==> src/rtl/lfsr_pkg.sv <==
// lfsr_pkg: shared mode encoding for the LFSR/rotator generator
package lfsr_pkg;
    typedef enum logic [1:0] {
        HOLD = 2'b00,
        LFSR = 2'b01,
        ROR  = 2'b10,
        ROL  = 2'b11
    } lfsr_mode_t;
endpackage

==> src/rtl/tick_div.sv <==
// tick_div: free-running clock divider producing a registered one-cycle strobe
//   clk, rst_n : clock, asynchronous active-low reset
//   en         : count enable (count holds while low)
//   clr        : synchronous count clear (does not cancel a pulse already due)
//   tick       : high the cycle after the count reaches DIV-1
module tick_div #(
    parameter int unsigned DIV = 5_000_000
) (
    input  logic clk,
    input  logic rst_n,
    input  logic en,
    input  logic clr,
    output logic tick
);
    localparam int CW = (DIV > 1) ? $clog2(DIV) : 1;
    localparam logic [CW-1:0] LAST = CW'(DIV - 1);
    logic [CW-1:0] count;
    logic at_last;
    assign at_last = count == LAST;
    always_ff @(posedge clk or negedge rst_n)
        if (!rst_n) begin
            count <= '0;
            tick  <= 1'b0;
        end else begin
            // with DIV=1 the count never leaves 0, so tick stays high while en=1
            tick  <= en && at_last;
            count <= clr ? '0 : en ? (at_last ? '0 : count + 1'b1) : count;
        end
endmodule

==> src/rtl/lfsr_gen.sv <==
// lfsr_gen: tick-driven LFSR / rotate register with seed load handshake
//   clk, rst_n            : clock, asynchronous active-low reset
//   en                    : enables the tick divider
//   mode                  : 00 HOLD, 01 LFSR, 10 ROR, 11 ROL
//   step                  : one-cycle manual advance, independent of en
//   load_valid/load_data  : seed load request, accepted when load_ready=1
//   load_ready            : drops for one cycle after each accepted load
//   q, tick               : registered contents and divider pulse
//   lockup                : LFSR mode with all-zero contents
// Optional: define LFSR_LOCKUP_RECOVER_EN to reload SEED when advancing a zero LFSR.
module lfsr_gen import lfsr_pkg::*; #(
    parameter int                 WIDTH = 8,
    parameter logic [WIDTH-1:0]   TAPS  = WIDTH'(8'h1D),
    parameter logic [WIDTH-1:0]   SEED  = WIDTH'(8'h01),
    parameter int unsigned        DIV   = 5_000_000
) (
    input  logic             clk,
    input  logic             rst_n,
    input  logic             en,
    input  logic [1:0]       mode,
    input  logic             step,
    input  logic             load_valid,
    input  logic [WIDTH-1:0] load_data,
    output logic             load_ready,
    output logic [WIDTH-1:0] q,
    output logic             tick,
    output logic             lockup
);
    lfsr_mode_t       m;
    logic             accept;
    logic             advance;
    logic [WIDTH-1:0] shifted;
    logic [WIDTH-1:0] nxt;
    assign m       = lfsr_mode_t'(mode);
    assign accept  = load_valid && load_ready;
    // tick and step in the same cycle are a single advance
    assign advance = tick || step;
    assign lockup  = (m == LFSR) && (q == '0);
    tick_div #(.DIV(DIV)) u_div (
        .clk  (clk),
        .rst_n(rst_n),
        .en   (en),
        .clr  (accept),
        .tick (tick)
    );
    always_comb begin
        shifted = (m == LFSR) ? {^(q & TAPS), q[WIDTH-1:1]} :
                  (m == ROR)  ? {q[0], q[WIDTH-1:1]} :
                  (m == ROL)  ? {q[WIDTH-2:0], q[WIDTH-1]} : q;
`ifdef LFSR_LOCKUP_RECOVER_EN
        nxt = lockup ? SEED : shifted;
`else
        nxt = shifted;
`endif
    end
    // a load wins over a same-cycle advance
    always_ff @(posedge clk or negedge rst_n)
        if (!rst_n) begin
            q          <= SEED;
            load_ready <= 1'b1;
        end else begin
            q          <= accept ? load_data : advance ? nxt : q;
            load_ready <= !accept;
        end
endmodule

==> config.mk <==
export PLATFORM = sky130hd
export DESIGN_NAME = lfsr_gen
export DESIGN_NICKNAME = d
export VERILOG_FILES = /design/src/rtl/lfsr_pkg.sv /design/src/rtl/tick_div.sv /design/src/rtl/lfsr_gen.sv
export SDC_FILE = /design/constraint.sdc
export NUM_CORES = 1
export LEC_CHECK = 0
export BUFFER_PORTS_ARGS = -buffer_cell sky130_fd_sc_hd__clkbuf_2
export CORE_MARGIN = 4
export CORE_UTILIZATION = 40
export CTS_CLUSTER_DIAMETER = 40
export DETAILED_ROUTE_END_ITERATION = 8
export GPL_TIMING_DRIVEN = 0
export HOLD_SLACK_MARGIN = 0.02
export SLEW_MARGIN = 20
export SYNTH_ARGS = -nofsm -noshare
export SYNTH_HDL_FRONTEND = slang
export SYNTH_SLANG_ARGS = --single-unit
==> constraint.sdc <==
create_clock -name clk -period 2.3 [get_ports clk]
set_input_delay 0.115 -clock clk [delete_from_list [all_inputs] [get_ports clk]]
set_output_delay 0.115 -clock clk [all_outputs]
set_load 0.01 [all_outputs]
==> results of run 1 <==
## how the worst min path moves through the flow
stage | slack [ns] | end | depth (start not counted) | startpoint
floorplan | -0.18 | q[1]$_DFFE_PN0P_ | 0 | rst_n
global placement | 0.25 | u_div.count[21]$_DFFE_PN0P_ | 1 | rst_n
detailed placement | 0.25 | u_div.count[21]$_DFFE_PN0P_ | 1 | rst_n
CTS | 0.03 | q[0]$_DFFE_PN1P_ | 3 | load_data[0]
global route | 0.03 | q[1]$_DFFE_PN0P_ | 3 | load_data[1]
finish | 0.03 | q[6]$_DFFE_PN0P_ | 3 | load_data[6]
## power by group through the flow
stage | Clock, W | Sequential, W | Combinational, W
after floorplan | 0 | 0.000672 | 0.000131
after detailed placement | 0 | 0.000671 | 0.000223
after global placement | 0 | 0.000671 | 0.000220
final | 0.000557 | 0.000662 | 0.000222
after CTS | 0.000577 | 0.000661 | 0.000225
after global routing | 0.000608 | 0.000668 | 0.000254
## cell usage after synthesis, drive strengths merged
cell type,number,share of area
a21o,3,0.012
a22o,1,0.0046
nand4bb,1,0.0059
nor3,3,0.0078
nor2,19,0.037
mux2i,1,0.0052
nand4,5,0.016
and2,4,0.013
ha,5,0.033
xnor2,5,0.023
a41oi,1,0.0046
nor3b,1,0.0039
and4b,1,0.0052
nand2,30,0.059
o22ai,1,0.0033
a31oi,9,0.029
nor4bb,1,0.0052
nor2b,2,0.0065
mux2,1,0.0059
clkbuf,7,0.014
o21ai,18,0.047
nor4b,3,0.014
o211a,1,0.0052
inv,6,0.012
o21ba,1,0.0052
a211oi,2,0.0078
or2,1,0.0033
buf,2,0.0085
a21oi,17,0.044
and4,2,0.0091
dfstp,2,0.027
a31o,2,0.0091
nand2b,2,0.0065
nand3,12,0.031
nor4,4,0.020
and3,2,0.0065
o21a,1,0.0039
xor2,8,0.037
or4,1,0.0059
dfrtp,31,0.40
## worst min-delay path, cell delays in order
cell      delay [ns]
clkbuf_2        0.07
nand2_1         0.03
o21ai_0         0.05
## logic make-up after synthesis
logic type	Yosys count	synth area share
AND/OR/NAND/NOR	94	0.256
AO/OA/AOI/OAI	57	0.176
flip-flops	33	0.432
buffers and inverters	15	0.0339
XOR/XNOR	13	0.0593
adder cells (fa/ha/maj)	5	0.0326
multiplexers	2	0.0111
## area by class of cell
| class | instances | area (µm²) | area share |
|---|---|---|---|
| repair buffers | 26 | 135 | 0.0604 |
| multi-input cells | 171 | 1030 | 0.459 |
| clock buffers | 7 | 86.3 | 0.0386 |
| clock inverters | 1 | 30.0 | 0.0134 |
| flip-flops and latches | 33 | 828 | 0.370 |
| well taps | 52 | 65.1 | 0.0291 |
| plain buffers | 9 | 42.5 | 0.0190 |
| inverters | 6 | 22.5 | 0.0101 |
## sequential cells by signal, summed over array words and instances, names as in the netlist
register / flops
q: 8
u_div.count: 23
load_ready: 1
u_div.tick: 1
## per-stage QoR
step	worst slack (ns)	util	instances	total power, W
floorplan	0.335	-	219	0.000804
global placement	0.0788	0.468	296	0.000892
detailed placement	0.0758	0.468	296	0.000894
CTS	0.0597	0.496	305	0.00146
global route	0.0525	0.497	305	0.00153
finish	0.173	0.497	305	0.00144
## timing repair
item,in CTS,in global routing
buffers inserted,0,0
hold buffers,1,0
endpoints found under the hold margin,31,0
setup endpoints to repair,0,5
resized for setup,0,2
## per-layer routing
layer / vias to the layer above / GRT usage / share of wire
met5: - / 0 / 0
met4: 0 / 0.0676 / 0.016
met3: 5 / 0.0457 / 0.055
met2: 45 / 0.244 / 0.45
met1: 785 / 0.202 / 0.48
li1: 850 / - / -
## cell usage in the layout, fill, tap and decap left out, types with 6 or more instances in the layout
master,Yosys,layout
dfrtp_1,31,31
nand2_1,30,30
clkbuf_2,0,25
nor2_1,19,18
a21oi_1,17,17
o21ai_0,18,17
nand3_1,12,12
a31oi_1,9,9
clkbuf_1,7,8
xor2_1,8,8
inv_1,6,6
clkbuf_8,0,6
==> impl_metrics.py, run 1 <==
metrics = {
    "routing": {
        "post-route-drc-count": 0,
        "firstDrtPassIters": 4,
        "wl_um": 4290,
        "via_per_inst": 5.52,
        "final_antenna_net_count": 0,
        "wl_per_cell_um": 14.0,
        "drtIter0Drc": 32,
        "num_vias": 1685,
    },
    "place": {
        "place_area_um2": 2110,
        "dp_hpwl_um": 3080,
        "portBuffers": 25,
        "globalplace.congestion": 0.809,
    },
    "sta": {
        "relSlewSlack": 0.466,
        "grt_setup_unrepaired": "no",
        "min_period_ns": 2.13,
        "worstMarginPinSlew_ns": 0.801,
        "skew_ns": 0.00446,
        "drv_slew": 0,
        "timing.setup.tns_ns": 0,
        "fin_hold_ws_ns": 0.0300,
        "timing.final.crit_share": 0.925,
        "max_clock_freq_mhz": 470,
        "finalHoldViolCount": 0,
        "setup_viol": 0,
    },
    "status": {
        "status": "finished clean",
    },
    "global_route": {
        "grt_pass1_vias": 1655,
        "grt_max_degree": 34,
        "grt_first_pass_wirelength_um": 7640,
        "grtUsageTotal": 0.157,
        "antenna_found_initial": 0,
        "overflow": 0,
    },
    "synthesis": {
        "ys_types": 42,
        "syn_area_per_cell_um2": 8.76,
        "synthesis.instances": 219,
        "yosys_register_bits": 33,
        "ys_warn_count": 0,
        "ys_seq_area_frac": 0.432,
        "synthesis.area_um2": 1920,
        "synth_nets": 239,
    },
    "critical_path": {
        "endpoint": "u_div.count[0]$_DFFE_PN0P_",
        "cp.depth": 6,
        "r2r_start": "u_div.count[1]$_DFFE_PN0P_",
        "cp.required_ns": 2.47,
        "critical_path.cell_chain": "ha_1 -> nand2_1 -> or4_4 -> o211a_1 -> buf_6 -> mux2_2",
        "cp_top_family": "simple AND/OR/NAND/NOR gates",
        "cp-startpoint": "u_div.count[1]$_DFFE_PN0P_",
        "worst-setup-path-type": "reg2reg",
        "r2r-end": "u_div.count[0]$_DFFE_PN0P_",
        "slowest_stage": "or4_4",
        "arrival_ns": 2.30,
        "r2r_cells": 6,
        "endpoint_kind": "flop",
        "cpPeakStageDelay_ns": 0.57,
        "rrSetupSlack_ns": 0.17,
        "critPathBufInv": 1,
        "path_max_fanout": 10,
        "start_kind": "flop",
    },
    "floorplan": {
        "ios": 26,
        "start_util": 0.426,
        "core_area_um2": 4500,
        "die_w_um": 77.3,
        "die_h_um": 77.3,
        "num_rows": 24,
        "die-area_um2": 5970,
    },
    "cells_and_area": {
        "layout-drive-gt1-share": 0.178,
        "areaGrowthSynthToFinish_pct": 16.6,
        "nNetsFinal": 272,
        "finalInstanceArea_um2": 2240,
        "nFillCells": 458,
        "num_antenna_cells": 0,
    },
    "power_and_ir_drop": {
        "pwr-share-seq": 0.460,
        "p_leak_nw": 0.980,
        "sw_frac_of_total": 0.260,
        "p_clk_frac": 0.387,
        "pwr-share-comb": 0.154,
        "power.internal_w": 0.00107,
        "p_per_area_nw_per_um2": 643,
        "ir_drop_v": 0.000333,
        "p_sw_w": 0.000375,
    },
    "worst_hold_path": {
        "hold_class": "in2reg",
    },
    "cts": {
        "clk_pin_slew_ns": 0.07,
        "clk_latency_ns": 0.28,
        "cts_tree": "built",
        "cts_max_path_buffers": 2,
        "htree_levels": 2,
        "cts_made_buffers": 5,
        "cts_root_buffer": "clkbuf_8",
        "cts.sinks": 33,
    },
    "job": {
        "drv_cap": 0,
    },
}
(Power assumes the default switching activity.)
==> run 2: changes to the inputs <==
--- a/config.mk
+++ b/config.mk
@@ -5,6 +5,7 @@
 export SDC_FILE = /design/constraint.sdc
 export NUM_CORES = 1
 export LEC_CHECK = 0
+export ABC_AREA = 1
 export BUFFER_PORTS_ARGS = -buffer_cell sky130_fd_sc_hd__clkbuf_2
 export CORE_MARGIN = 4
 export CORE_UTILIZATION = 40
==> run 2 against run 1 <==
Sequential power increased by 2%. Synthesized area increased by 8.7%. Core utilization decreased by 2.6 points. Critical path type unchanged. Global-route usage increased by 0.64 points. Clock skew about the same. Largest cell class unchanged. Routed wire length increased by 9.5%. Via count increased by 13%. Register-to-register slack improved by 0.38 ns. Largest power group unchanged. Sequential share of layout area decreased by 2.3 points.
==> impl_metrics.py, run 2 <==
metrics = {
    "status": {
        "status": "finished clean",
    },
    "critical_path": {
        "endpoint_kind": "flop",
        "arrival_ns": 1.92,
        "r2r_start": "u_div.count[0]$_DFFE_PN0P_",
        "r2r-end": "u_div.count[9]$_DFFE_PN0P_",
        "cp.required_ns": 2.47,
        "rrSetupSlack_ns": 0.55,
        "cp-startpoint": "u_div.count[0]$_DFFE_PN0P_",
        "start_kind": "flop",
        "endpoint": "u_div.count[9]$_DFFE_PN0P_",
        "r2r_cells": 9,
        "worst-setup-path-type": "reg2reg",
        "path_max_fanout": 10,
    },
    "routing": {
        "post-route-drc-count": 0,
        "final_antenna_net_count": 0,
        "drtIter0Drc": 137,
        "num_vias": 1911,
        "wl_um": 4690,
        "via_per_inst": 4.84,
        "firstDrtPassIters": 4,
        "wl_per_cell_um": 11.9,
    },
    "sta": {
        "max_clock_freq_mhz": 572,
        "skew_ns": 0.00445,
        "min_period_ns": 1.75,
        "drv_slew": 0,
        "grt_setup_unrepaired": "no",
        "finalHoldViolCount": 0,
        "setup_viol": 0,
        "fin_ws_ns": 0.551,
        "timing.final.crit_share": 0.760,
        "relSlewSlack": 0.453,
        "timing.setup.tns_ns": 0,
        "worstMarginPinSlew_ns": 0.821,
    },
    "synthesis": {
        "synth_most_common_cell": "nand2_1",
        "ys.flop_type": "dfrtp_1",
        "synth_nets": 311,
        "ys_types": 33,
        "synth_top_area_share": 0.372,
        "synth_edf_count": 0,
        "synthArstFlopShare": 1.00,
        "yosysTopAreaCell": "dfrtp_1",
        "synthesis.instances": 291,
        "ys_warn_count": 0,
        "ys_seq_area_frac": 0.397,
        "synth_area_leaders": "dfrtp_1, nand2_1, nor2_1",
        "syn_area_per_cell_um2": 7.17,
        "yosys_register_bits": 33,
        "synthTopCellsByCount": "nand2_1, nor2_1, dfrtp_1",
        "synthesis.area_um2": 2090,
    },
    "cells_and_area": {
        "top_register": "u_div.count",
        "layout-drive-gt1-share": 0.151,
        "nFillCells": 518,
        "top_regs": "u_div.count: 23 flops, q: 8 flops",
        "final_core_util": 0.471,
        "num_antenna_cells": 0,
        "largest_reg_flops": 23,
        "areaGrowthSynthToFinish_pct": 14.5,
        "final_cell_mix": "nand2_1, nor2_1, dfrtp_1, inv_1, clkbuf_2",
        "mostFrequentLayoutCell": "nand2_1",
        "nNetsFinal": 344,
    },
    "cts": {
        "cts_max_path_buffers": 2,
        "cts_made_buffers": 5,
        "post_cts_resized": 0,
        "cts_root_buffer": "clkbuf_8",
        "clk_pin_slew_ns": 0.07,
        "cts.sinks": 33,
        "clk_latency_ns": 0.29,
        "htree_levels": 2,
        "cts_tree": "built",
    },
    "place": {
        "dp_hpwl_um": 3530,
        "portBuffers": 25,
        "place_ws_ns": 0.558,
        "globalplace.congestion": 0.836,
    },
    "power_and_ir_drop": {
        "p_clk_frac": 0.309,
        "p_leak_nw": 1.09,
        "p_sw_w": 0.000424,
        "pwr-share-comb": 0.202,
        "pwr-share-seq": 0.489,
        "sw_frac_of_total": 0.309,
        "ir_drop_v": 0.000298,
        "power.internal_w": 0.000949,
        "p_per_area_nw_per_um2": 575,
    },
    "global_route": {
        "grtUsageTotal": 0.164,
        "grt_max_degree": 34,
        "grt_pass1_vias": 1826,
        "overflow": 0,
        "grt_first_pass_wirelength_um": 8190,
        "antenna_found_initial": 0,
    },
    "floorplan": {
        "num_rows": 26,
        "core_area_um2": 5070,
        "ios": 26,
        "die-area_um2": 6430,
        "die_w_um": 80.2,
        "start_util": 0.411,
        "die_h_um": 80.2,
    },
    "worst_hold_path": {
        "hold_class": "in2reg",
        "min-delay-start": "load_data[0]",
    },
    "job": {
        "drv_cap": 0,
    },
}
-- run 2: repair_timing --
action	CTS	global route
buffers inserted	0	0
setup endpoints to repair	0	0
hold buffers	1	0
endpoints found under the hold margin	31	0
-- run 2: critical path: stages, from the launching register on --
cell,delay [ns]
dfrtp_1,0.41
ha_1,0.21
nand2_2,0.10
nor2_4,0.15
nand2_2,0.09
nor2_2,0.12
nand3_2,0.11
o21ai_4,0.21
buf_6,0.17
nor2_1,0.05
-- run 2: layout make-up --
class | instances | area [µm²] | share of cell area
multi-input cells | 224 | 1120 | 0.469
flip-flops and latches | 33 | 828 | 0.347
repair buffers | 26 | 135 | 0.0566
inverters | 29 | 109 | 0.0456
well taps | 70 | 87.6 | 0.0367
clock buffers | 8 | 80.1 | 0.0335
plain buffers | 5 | 27.5 | 0.0115
-- run 2: worst min path at each step --
stage                             endpoint  depth (start not counted)
6_report                  q[0]$_DFFE_PN1P_                          3
5_1_grt                   q[0]$_DFFE_PN1P_                          3
4_1_cts                   q[0]$_DFFE_PN1P_                          3
3_5_place_dp   u_div.count[19]$_DFFE_PN0P_                          1
3_3_place_gp   u_div.count[19]$_DFFE_PN0P_                          1
2_1_floorplan             q[1]$_DFFE_PN0P_                          0
-- run 2: power groups by stage --
stage | combinational (W) | sequential [W] | clock, W
2_1_floorplan | 0.000163 | 0.000691 | 0
6_report | 0.000277 | 0.000672 | 0.000424
3_5_place_dp | 0.000280 | 0.000683 | 0
3_3_place_gp | 0.000278 | 0.000681 | 0
5_1_grt | 0.000318 | 0.000678 | 0.000462
4_1_cts | 0.000282 | 0.000673 | 0.000435
-- run 2: cell families after synthesis --
group                      share of synthesized area
xor gates and xnor gates                      0.0378
DFF                                            0.397
AOI/OAI and AO/OA                              0.109
and+or+nand+nor                                0.361
adders and majority gates                     0.0300
buffers and inverters                         0.0654
-- run 2: stage by stage --
stage | instance area [µm²] | hold slack (ns) | instances | total power (W)
floorplan | 2090 | -0.181 | 291 | 0.000854
CTS | 2390 | 0.0339 | 395 | 0.00139
global route | 2390 | 0.0575 | 395 | 0.00146
global placement | 2300 | 0.258 | 386 | 0.000959
detailed placement | 2300 | 0.261 | 386 | 0.000963
finish | 2390 | 0.0392 | 395 | 0.00137
-- run 2: routing by layer --
| layer | part of all wire | GRT usage |
|---|---|---|
| met1 | 0.50 | 0.220 |
| met2 | 0.43 | 0.255 |
| met3 | 0.048 | 0.0370 |
| met4 | 0.015 | 0.0608 |
| met5 | 0 | 0 |
==> run 3: changes to the inputs <==
==> constraint.sdc (replaced) <==
create_clock -name clk -period 1.46 [get_ports clk]
set_input_delay 0.073 -clock clk [delete_from_list [all_inputs] [get_ports clk]]
set_output_delay 0.073 -clock clk [all_outputs]
set_load 0.01 [all_outputs]
==> run 3 against run 2 <==
Core utilization grew 4.9 points. Global-route usage up 0.44 points. Non-clock buffer count rose by 13. Cell area increased by 10%. Sequential power increased by 59%. Largest power group unchanged. Critical path type unchanged. Sequential share of layout area fell by 3.2 points. Largest cell class unchanged. The flow now finishes with violations (negative setup slack). Via count grew 5.7%.
==> impl_metrics.py, run 3 (synthesized netlist as in run 2, its figures left out) <==
metrics = {
    "status": {
        "status": "finished with violations",
        "violations": "negative setup slack",
    },
    "place": {
        "dp_hpwl_um": 3620,
        "portBuffers": 25,
        "globalplace.congestion": 0.807,
    },
    "floorplan": {
        "die_w_um": 80.2,
        "ios": 26,
        "start_util": 0.411,
        "die_h_um": 80.2,
        "core_area_um2": 5070,
        "die-area_um2": 6430,
        "num_rows": 26,
    },
    "cells_and_area": {
        "regArea_um2": 830,
        "layout-drive-gt1-share": 0.254,
        "final_cell_mix": "nand2_1, nor2_1, dfrtp_1, clkbuf_2, inv_1",
        "areaGrowthSynthToFinish_pct": 26.3,
        "top_regs": "u_div.count: 23 flops, q: 8 flops",
        "multi_input_area_um2": 1240,
        "largest_reg_flops": 23,
        "nNetsFinal": 357,
        "mostFrequentLayoutCell": "nand2_1",
        "top_register": "u_div.count",
        "nFillCells": 527,
        "num_antenna_cells": 0,
    },
    "cts": {
        "clk_pin_slew_ns": 0.07,
        "cts_tree": "built",
        "cts.sinks": 33,
        "cts_made_buffers": 5,
        "cts_max_path_buffers": 2,
        "clk_latency_ns": 0.28,
        "cts_root_buffer": "clkbuf_8",
        "htree_levels": 2,
    },
    "power_and_ir_drop": {
        "p_clk_frac": 0.303,
        "pwr-share-seq": 0.459,
        "ir_drop_v": 0.000602,
        "power.internal_w": 0.00161,
        "p_per_area_nw_per_um2": 882,
        "pwr-share-comb": 0.238,
        "sw_frac_of_total": 0.306,
        "p_sw_w": 0.000711,
        "p_leak_nw": 1.20,
    },
    "global_route": {
        "overflow": 0,
        "grt_pass1_vias": 1894,
        "grtUsageTotal": 0.168,
        "grt_first_pass_wirelength_um": 8520,
        "antenna_found_initial": 0,
        "grt_max_degree": 34,
    },
    "routing": {
        "via_per_inst": 4.95,
        "num_vias": 2019,
        "final_antenna_net_count": 0,
        "firstDrtPassIters": 4,
        "drtIter0Drc": 150,
        "wl_per_cell_um": 12.6,
        "wl_um": 5140,
        "post-route-drc-count": 0,
    },
    "critical_path": {
        "slowest_stage": "dfrtp_1",
        "rrSetupSlack_ns": -0.13,
        "arrival_ns": 1.76,
        "r2r-end": "u_div.count[7]$_DFFE_PN0P_",
        "cpPeakStageDelay_ns": 0.40,
        "worst-setup-path-type": "reg2reg",
        "cp.required_ns": 1.63,
        "endpoint_kind": "flop",
        "r2r_cells": 9,
        "r2r_start": "u_div.count[1]$_DFFE_PN0P_",
        "critical_path.cell_chain": "ha_4 -> nand2_4 -> nor2_4 -> nand2_4 -> nor2_4 -> nand3_4 -> o21ai_4 -> buf_6 -> nor2_1",
        "start_kind": "flop",
        "path_max_fanout": 5,
    },
    "worst_hold_path": {
        "hold_class": "in2reg",
        "min-delay-start": "load_data[6]",
        "hold_depth": 3,
        "worstHoldEndpoint": "q[6]$_DFFE_PN0P_",
    },
    "sta": {
        "drv_slew": 0,
        "timing.final.crit_share": 1.09,
        "grt_setup_unrepaired": "yes",
        "relSlewSlack": 0.446,
        "setup_viol": 15,
        "skew_ns": 0.00302,
        "timing.setup.tns_ns": -1.58,
        "max_clock_freq_mhz": 629,
        "fin_ws_ns": -0.129,
        "finalHoldViolCount": 0,
        "min_period_ns": 1.59,
        "fin_hold_ws_ns": 0.0828,
        "worstMarginPinSlew_ns": 0.831,
    },
    "job": {
        "drv_cap": 0,
    },
}
-- run 3: cell type report --
cell class              count  share of cell area
plain buffers               5              0.0114
repair buffers             39              0.0921
multi-input cells         224               0.471
well taps                  70              0.0332
inverters                  29              0.0432
flip-flops and latches     33               0.315
clock buffers               8              0.0342
-- run 3: layer usage --
metal  vias to the layer above  GRT usage  wire, µm
met5                         -          0         0
met2                        49      0.264      2390
met3                         6     0.0404       290
li1                       1034          -         -
met4                         0     0.0456        41
met1                       930      0.230      2420
-- run 3: worst max path at each step --
| stage | start | endpoint | slack (ns) |
|---|---|---|---|
| 2_1_floorplan | u_div.count[0]$_DFFE_PN0P_ | u_div.count[8]$_DFFE_PN0P_ | -0.05 |
| 3_3_place_gp | u_div.count[0]$_DFFE_PN0P_ | u_div.count[9]$_DFFE_PN0P_ | -0.24 |
| 3_5_place_dp | u_div.count[0]$_DFFE_PN0P_ | u_div.count[8]$_DFFE_PN0P_ | -0.24 |
| 4_1_cts | u_div.count[1]$_DFFE_PN0P_ | u_div.count[9]$_DFFE_PN0P_ | -0.10 |
| 5_1_grt | u_div.count[1]$_DFFE_PN0P_ | u_div.count[6]$_DFFE_PN0P_ | -0.21 |
| 6_report | u_div.count[1]$_DFFE_PN0P_ | u_div.count[7]$_DFFE_PN0P_ | -0.13 |
-- run 3: worst max-delay path, delay by kind of cell, from the launching register on --
| kind | cells | cell delay [ns] |
|---|---|---|
| simple gates | 6 | 0.52 |
| flops | 1 | 0.40 |
| buf+inv | 1 | 0.17 |
| fa+ha+maj | 1 | 0.17 |
| compound gates | 1 | 0.22 |
-- run 3: timing repair --
action | CTS | global route
cloned | 1 | 0
endpoints found under the hold margin | 32 | 0
hold buffers | 2 | 0
setup buffers | 7 | 4
resized for setup | 9 | 30
setup endpoints to repair | 27 | 30
pin swaps | 1 | 2
-- run 3: power by group through the flow --
| stage | Clock (W) | Combinational (W) | Sequential [W] |
|---|---|---|---|
| final | 0.000705 | 0.000553 | 0.00107 |
| after global routing | 0.000766 | 0.000628 | 0.00107 |
| after CTS | 0.000732 | 0.000495 | 0.00106 |
| after detailed placement | 0 | 0.000445 | 0.00108 |
| after global placement | 0 | 0.000439 | 0.00107 |
| after floorplan | 0 | 0.000259 | 0.00109 |
-- run 3: stage by stage --
| stage | util | setup WS [ns] | cells | total power [W] | area [µm²] |
|---|---|---|---|---|---|
| global route | 0.519 | -0.208 | 408 | 0.00247 | 2640 |
| finish | 0.519 | -0.129 | 408 | 0.00232 | 2640 |
| floorplan | - | -0.0486 | 291 | 0.00135 | 2090 |
| CTS | 0.494 | -0.103 | 404 | 0.00229 | 2500 |
| detailed placement | 0.454 | -0.243 | 386 | 0.00152 | 2310 |
| global placement | 0.454 | -0.242 | 386 | 0.00151 | 2310 |
